==> config.mk <==
export PLATFORM = sky130hd
export DESIGN_NAME = fetch_unit
export DESIGN_NICKNAME = d
export VERILOG_FILES = /design/src/rtl/fetch_unit_pkg.sv /design/src/rtl/fetch_unit_pc_reg.sv /design/src/rtl/fetch_unit.sv
export SDC_FILE = /design/constraint.sdc
export NUM_CORES = 1
export LEC_CHECK = 0
export ABC_CLOCK_PERIOD_IN_PS = 6340
export CORE_MARGIN = 2
export CORE_UTILIZATION = 39
export DETAILED_ROUTE_END_ITERATION = 12
export PLACE_DENSITY = 0.95
export SKIP_LAST_GASP = 1
export SLEW_MARGIN = 0
export SYNTH_ARGS = -nofsm -noshare
export SYNTH_HDL_FRONTEND = slang
export SYNTH_SLANG_ARGS = --single-unit
==> constraint.sdc <==
create_clock -name clk -period 6.34 [get_ports clk]
set_input_delay 1.268 -clock clk [delete_from_list [all_inputs] [get_ports clk]]
set_output_delay 1.268 -clock clk [all_outputs]
set_load 0.1 [all_outputs]
==> src/rtl/fetch_unit_pkg.sv <==
// fetch_unit_pkg
//   Constants shared by the fetch stage, CP0 and the ExcCode pipeline:
//   reset PC, exception entry address, legal instruction-memory window
//   and the AdEL exception code. Also holds the next-PC source encoding
//   and the fetch-address check helper.
package fetch_unit_pkg;

    localparam logic [31:0] PC_RESET_DEF = 32'h0000_3000;
    localparam logic [31:0] HANDLER_DEF  = 32'h0000_4180;
    localparam logic [31:0] IM_BASE_DEF  = 32'h0000_3000;
    localparam logic [31:0] IM_TOP_DEF   = 32'h0000_6FFC;

    localparam logic [4:0]  EXC_ADEL     = 5'd4;

    typedef enum logic [2:0] {
        NPC_EXC  = 3'd0,
        NPC_ERET = 3'd1,
        NPC_HOLD = 3'd2,
        NPC_BR   = 3'd3,
        NPC_SEQ  = 3'd4
    } npc_sel_e;

    // Unsigned 32-bit compares; a PC that wrapped past 0xFFFFFFFC lands
    // below the base and is flagged here.
    function automatic logic fetch_addr_bad(input logic [31:0] pc,
                                            input logic [31:0] base,
                                            input logic [31:0] top);
        return (pc[1:0] != 2'b00) || (pc < base) || (pc > top);
    endfunction

endpackage

==> src/rtl/fetch_unit_pc_reg.sv <==
// fetch_unit_pc_reg
//   32-bit register with asynchronous active-high reset and load enable.
//   Ports:
//     clk     - clock, rising edge
//     rst     - asynchronous reset, active-high, loads RESET_VAL
//     i_load  - load i_d on the next rising edge
//     i_d     - next value
//     o_q     - register contents
module fetch_unit_pc_reg #(
    parameter logic [31:0] RESET_VAL = 32'h0000_0000
) (
    input  logic        clk,
    input  logic        rst,
    input  logic        i_load,
    input  logic [31:0] i_d,
    output logic [31:0] o_q
);

    logic [31:0] r_q;

    always_ff @(posedge clk or posedge rst) begin
        if (rst) begin
            r_q <= RESET_VAL;
        end else if (i_load) begin
            r_q <= i_d;
        end
    end

    assign o_q = r_q;

endmodule

==> src/rtl/fetch_unit.sv <==
// fetch_unit
//   Instruction-fetch stage. Owns the PC, picks the next PC from the
//   exception entry, eret return, stall hold, branch redirect or
//   sequential sources, drives the instruction-memory address and flags
//   AdEL for misaligned or out-of-window fetch addresses.
//   Ports:
//     clk, reset            - clock and asynchronous active-high reset
//     stall                 - hold the F stage (ignored by exc_req/eret)
//     br_taken, br_target   - redirect from D
//     exc_req               - exception/interrupt entry to HANDLER
//     eret, epc             - return from exception to epc
//     im_addr, im_instr     - combinational instruction memory interface
//     F_PC, F_Instr         - PC and instruction currently in F
//     F_exc, F_ExcCode      - fetch address exception and its code
module fetch_unit
    import fetch_unit_pkg::*;
#(
    parameter logic [31:0] PC_RESET = PC_RESET_DEF,
    parameter logic [31:0] HANDLER  = HANDLER_DEF,
    parameter logic [31:0] IM_BASE  = IM_BASE_DEF,
    parameter logic [31:0] IM_TOP   = IM_TOP_DEF
) (
    input  logic        clk,
    input  logic        reset,
    input  logic        stall,
    input  logic        br_taken,
    input  logic [31:0] br_target,
    input  logic        exc_req,
    input  logic        eret,
    input  logic [31:0] epc,
    output logic [31:0] im_addr,
    input  logic [31:0] im_instr,
    output logic [31:0] F_PC,
    output logic [31:0] F_Instr,
    output logic        F_exc,
    output logic [4:0]  F_ExcCode
);

    npc_sel_e    w_sel;
    logic [31:0] w_pc;
    logic [31:0] w_next_pc;
    logic        w_load;
    logic        w_bad;

    // exc_req beats eret, and both beat stall; a branch seen during a stall
    // is dropped because D re-presents it once the stall clears.
    always_comb begin
        w_sel = NPC_SEQ;
        if (exc_req) begin
            w_sel = NPC_EXC;
        end else if (eret) begin
            w_sel = NPC_ERET;
        end else if (stall) begin
            w_sel = NPC_HOLD;
        end else if (br_taken) begin
            w_sel = NPC_BR;
        end
    end

    always_comb begin
        w_next_pc = w_pc + 32'd4;
        unique case (w_sel)
            NPC_EXC:  w_next_pc = HANDLER;
            NPC_ERET: w_next_pc = epc;
            NPC_HOLD: w_next_pc = w_pc;
            NPC_BR:   w_next_pc = br_target;
            NPC_SEQ:  w_next_pc = w_pc + 32'd4;
            default:  w_next_pc = w_pc + 32'd4;
        endcase
    end

    assign w_load = (w_sel != NPC_HOLD);

    fetch_unit_pc_reg #(
        .RESET_VAL (PC_RESET)
    ) u_pc_reg (
        .clk    (clk),
        .rst    (reset),
        .i_load (w_load),
        .i_d    (w_next_pc),
        .o_q    (w_pc)
    );

    assign w_bad = fetch_addr_bad(w_pc, IM_BASE, IM_TOP);

    // A bad PC still needs a legal memory index, so point it at the base.
    assign im_addr   = w_bad ? IM_BASE : w_pc;
    assign F_PC      = w_pc;
    assign F_Instr   = w_bad ? 32'd0 : im_instr;
    assign F_exc     = w_bad;
    assign F_ExcCode = w_bad ? EXC_ADEL : 5'd0;

endmodule

After elaboration in Yosys (flattened, before gate mapping):

Cells that the tools add are included.

* register bits: 32
* bits of input ports: 102
* output and inout bits: 102

* add/sub/neg operators: 1
* $lt $le $gt $ge: 2
* equal/unequal tests: 4
* multiplexer cells: 8
* bitwise operators: 1
* reductions and logical operators: 5

Operators with widths (count)
* case mux 32 bit (4 select lines): 1
* two-way mux 32 bit: 2
* adder 32 x 3 -> 32 bit (second input constant): 1
* > comparator 32 x 15 -> 1 bit (second input constant): 1
* < comparator 32 x 14 -> 1 bit (second input constant): 1
* two-way mux 3 bit: 5
* == test 3 x 2 -> 1 bit (second input constant): 2
* == test 3 x 1 -> 1 bit (second input constant): 1
* zero test 3 bit: 1
* inequality test 3 x 2 -> 1 bit (second input constant): 1
* logical OR 1 bit: 2
* AND reduction 2 bit: 1
* nonzero test 2 bit: 1
* inverter 1 bit: 1

Depth between registers and ports, before layout:

* depth after elaboration: 7
* depth in mapped cells: 8
* gate-level depth less buffers: 6

By module:

Synthesis repeated with hierarchy kept, for this count alone.

* cell total of the unflattened synthesis: 393
* area, all modules: 3413.3 sq um

Modules (own cells, without submodules)
* fetch_unit: instances 1, cells each 324, area an instance 2062.0 sq um
* fetch_unit_pc_reg: instances 1, cells each 69, area an instance 1351.3 sq um

Least setup slack after synthesis:

OpenSTA, ideal clock, no wires.

* kind: reg-to-output
* from: register u_pc_reg.r_q[14], in the netlist u_pc_reg.o_q[14]
* to: output im_addr[14]
* data arrival time: 3.942 ns
* data required time: 5.072 ns
* path slack: 1.130 ns
* stages on the path, launching flop included: 7
* buffers on the path: 1
* path through: dfrtp_1 inv_1 xnor2_1 nor3_1 clkbuf_1 inv_1 nor2_1

* longest elaborated chain between the ends: 4
* elaborated cells between the ends (all ways): 5
* classes of those cells: 2 x order compare; 1 x mux; 2 x reduce/logical

RTL lines
* start, declared: line fetch_unit_pc_reg.sv:19 `logic [31:0] r_q;`
* start signal, assigned: line fetch_unit_pc_reg.sv:25 `r_q <= i_d;`
* < comparator 32 x 14 -> 1 bit: line fetch_unit_pkg.sv:28 `return (pc[1:0] != 2'b00) || (pc < base) || (pc > top);`
* logical OR 1 bit: line fetch_unit_pkg.sv:28
* logical OR 1 bit *: line fetch_unit_pkg.sv:28
* via F_exc: line fetch_unit.sv:35 `output logic F_exc,`
* two-way mux 32 bit *: line fetch_unit.sv:87 `assign im_addr = w_bad ? IM_BASE : w_pc;`
* end, declared: line fetch_unit.sv:31 `output logic [31:0] im_addr,`

Mark *: on every way through the listed nets, which the timed path passes. The rest lies on a longest branch.

Final worst setup path:

* from: register u_pc_reg.r_q[29], in the netlist u_pc_reg.o_q[29]
* to: output im_addr[14]

* longest elaborated chain between the ends: 4
* elaborated cells between the ends (all ways): 5
* classes of those cells: 2 x order compare; 1 x mux; 2 x reduce/logical

RTL lines (line)
* < comparator 32 x 14 -> 1 bit: fetch_unit_pkg.sv:28
* logical OR 1 bit: fetch_unit_pkg.sv:28
* logical OR 1 bit *: fetch_unit_pkg.sv:28
* two-way mux 32 bit *: fetch_unit.sv:87

Mark *: on every way between the ends. The rest lies on a longest branch, timed or not.

==> metrics.txt <==
outcome=finished, final reports clean; worst reg2reg setup slack=3860 ps; post-route setup slack=1890 ps; P_leak=1.95 nW; grt met1 use=35.1%; reg-to-reg critical path startpoint=u_pc_reg.o_q[12]; max reg flops=32; Post-synth top flop=dfrtp_1; Critical Path Start Type=flip-flop; period utilization=70.3%; number of flops mapped to enable cells by yosys=0; Setup violations, final=0; Area contributors post-synth=dfrtp_1, and2_1, buf_4, a21oi_1, nand2_1; Final Max Slew Viols=0; DIE WIDTH=92.2 µm; CTS Buf Count=5; Pre-antenna DRT Iters=5; worst path required time=5070 ps; first-pass GRT wire length=18200 µm; FFs w/ async S/R, synth=100%; Final nets=670; Die Y=92.2 µm; drt wl/cell=17.4 µm; number of global-route vias before repair=3514; clock tree root buffer cell=clkbuf_8; cell accounting for the most synthesized area=dfrtp_1; # DRC=0; RD Place Congestion=0.903; fmax=0.224 GHz; Worst path depth=7; post-route ant nets=0; r2r worst-path depth=5; met3 Usage GRT=5.09%; H-tree levels=2; Post-Synth Adder-Cell Area=0.412%; layout cells sized above 1=4.58%; setup_tns=0 ps; Clock Skews=8.26 ps; n_diodes=0; Critical Path Max Stage Delay=1140 ps; pin count of the biggest net entering global routing=45; core area=7650 µm²; Area Growth Syn to Fin=59.9%; Initial Utilization=39.7%; I/O pin cnt=204; GRT Overall Usage=26.8%; Buffers on Ports=180; power per cell area=181 nW/µm²; hold_buf cts=0; Buffers & Inverters on Critical Path=3; Crit Reg-Reg Endpoint=u_pc_reg.o_q[30]; post-synthesis mux area share=1.32%; 1st-iter DRT viols=269; critical path class=reg2out; DP Worst Slack=2050 ps; vias per std cell=5.61; Clock Tree Buf Depth=2; post-synthesis xor/xnor area fraction=0.866%; Synth Warn #=0; hold path depth=2; critical path fanouts, max=44; Slowest cell on crit path=clkdlybuf4s50_1; Peak VDD IR=81.6 µV; sequential fraction of the synthesis area=26.5%; antenna violations before repair=0; Crit path max-delay family=buffers and inverters; Critical Path End=im_addr[14]; clock sink total=32; CTS clk-pin slew, worst paths=70 ps; largest family of logic cells by synthesized area=simple AND/OR/NAND/NOR gates; Post-Synthesis Cells=407; Post-Route WL=11700 µm; CP arrival=3190 ps; max_slew headroom=16.3%; critical-path cell list=nor4_1 -> nand3_1 -> nor3_2 -> buf_4 -> inv_1 -> nor2_1 -> clkdlybuf4s50_1; DR vias=3762; GRT Max-Usage Layer=met2; unrepaired setup endpoints after global routing=false; CTS resizes=0; FP Rows=32; Hold Crit Class=reg2reg; Die ar.=8500 µm²; crit path from=u_pc_reg.o_q[29]; count of cell types in the netlist=56; Synth Area in Compound Gates=27.2%; GRT overflow=0; critical path capture point type=output port; Tmin final=4450 ps; GRT met2 Usage=45.2%; MaxCap Viol Count=0; clk_lat worst skew=300 ps; Yosys reg bits=32; DPL Wire Length=8770 µm; top cell type's share of synthesized area=24.7%; Netlist Area Pre-Place=3040 µm²; slew at the pin closest to its max-slew limit=1250 ps; CTS tree=built; simple-gate share of the synthesized area=29.8%; final hold vios=0; Synth Area per Inst=7.46 µm²; setup bufs post-CTS=0
==> synthesized netlist by cell type (all sizes together), types with 6 or more instances <==
library cell  number
nor4              11
nand3             10
nand2             36
o21ai             21
and2              44
a21oi             36
a31oi              8
clkbuf            21
dfrtp             30
inv               24
nand4              8
nor2              31
buf               33
a221oi            11
o22a               6
==> cells in the final DEF (no fill, tap or decap), drive strengths merged, types with 3 or more instances in the layout <==
cell type      synthesis  layout
nand2b                 5       5
a41oi                  3       3
and4                   3       3
nor2                  31      31
a221o                  3       3
o22a                   6       6
a221oi                11      11
a311o                  3       3
o21ai                 21      21
o221a                  3       3
nor4                  11      11
inv                   24      24
mux2i                  4       4
buf                   33       5
and3                   4       4
o2bb2ai                3       3
a21oi                 36      36
a2bb2oi                3       3
a2111oi                3       3
a31oi                  8       8
nand3                 10      10
nand4                  8       8
nor2b                  4       4
a311oi                 3       3
nor3                   5       5
nand2                 36      36
conb                   1      23
and2                  44      44
clkdlybuf4s50          0     180
o31ai                  4       4
clkbuf                21       6
dfrtp                 30      30
==> worst min path at each step <==
stage | startpoint | endpoint | slack [ps]
floorplan | u_pc_reg.o_q[13] | u_pc_reg.o_q[13] | 760
global placement | u_pc_reg.o_q[13] | u_pc_reg.o_q[13] | 540
detailed placement | u_pc_reg.o_q[25] | u_pc_reg.o_q[25] | 580
CTS | u_pc_reg.o_q[21] | u_pc_reg.o_q[21] | 590
global route | u_pc_reg.o_q[21] | u_pc_reg.o_q[21] | 620
finish | u_pc_reg.o_q[21] | u_pc_reg.o_q[21] | 590
==> cells by family after synthesis <==
| kind of cell | after synthesis |
|---|---|
| adders and majority gates | 1 |
| muxes | 4 |
| and+or+nand+nor | 167 |
| xor gates and xnor gates | 3 |
| DFF | 32 |
| AOI/OAI and AO/OA | 121 |
| buffers and inverters | 78 |
| other | 1 |
==> stage by stage <==
| step | cell area, µm² | std cells | util (%) | total power [W] | hold WS [ps] |
|---|---|---|---|---|---|
| 2_1_floorplan | 3120 | 429 | - | 0.000581 | 762 |
| 3_3_place_gp | 4760 | 662 | 62.2 | 0.000700 | 543 |
| 3_5_place_dp | 4760 | 662 | 62.2 | 0.000708 | 577 |
| 4_1_cts | 4850 | 670 | 63.4 | 0.000877 | 587 |
| 5_1_grt | 4850 | 670 | 63.4 | 0.000909 | 620 |
| 6_report | 4850 | 670 | 63.4 | 0.000878 | 592 |
==> tightest hold or removal path: cells and delay by family (launching register included) <==
family | cells | cell delay, ps
buffers and inverters | 1 | 70
DFF | 1 | 430
AOI/OAI and AO/OA | 1 | 60
==> where the power goes <==
group	switching [W]	internal, W	total, W
combinational	0.000315	0.000134	0.000448
clock	0.0000837	0.0000867	0.000170
sequential	0.0000361	0.000223	0.000259
==> layer usage <==
metal  vias up  routed length (µm)
li1       1737                   -
met1      1772                4740
met2       226                5730
met3        27                 979
met4         0                 224
met5         -                   0
==> layout make-up <==
type                            count  area, µm²
Sequential cell                    32        803
Clock inverter                      2       10.0
Clock buffer                        6       82.6
Inverter                           24       90.1
Tap cell                          102        128
Timing Repair Buffer              185       1840
Multi-Input combinational cell    319       1900
Fill cell                         658       2800
(Power assumes the default switching activity.)
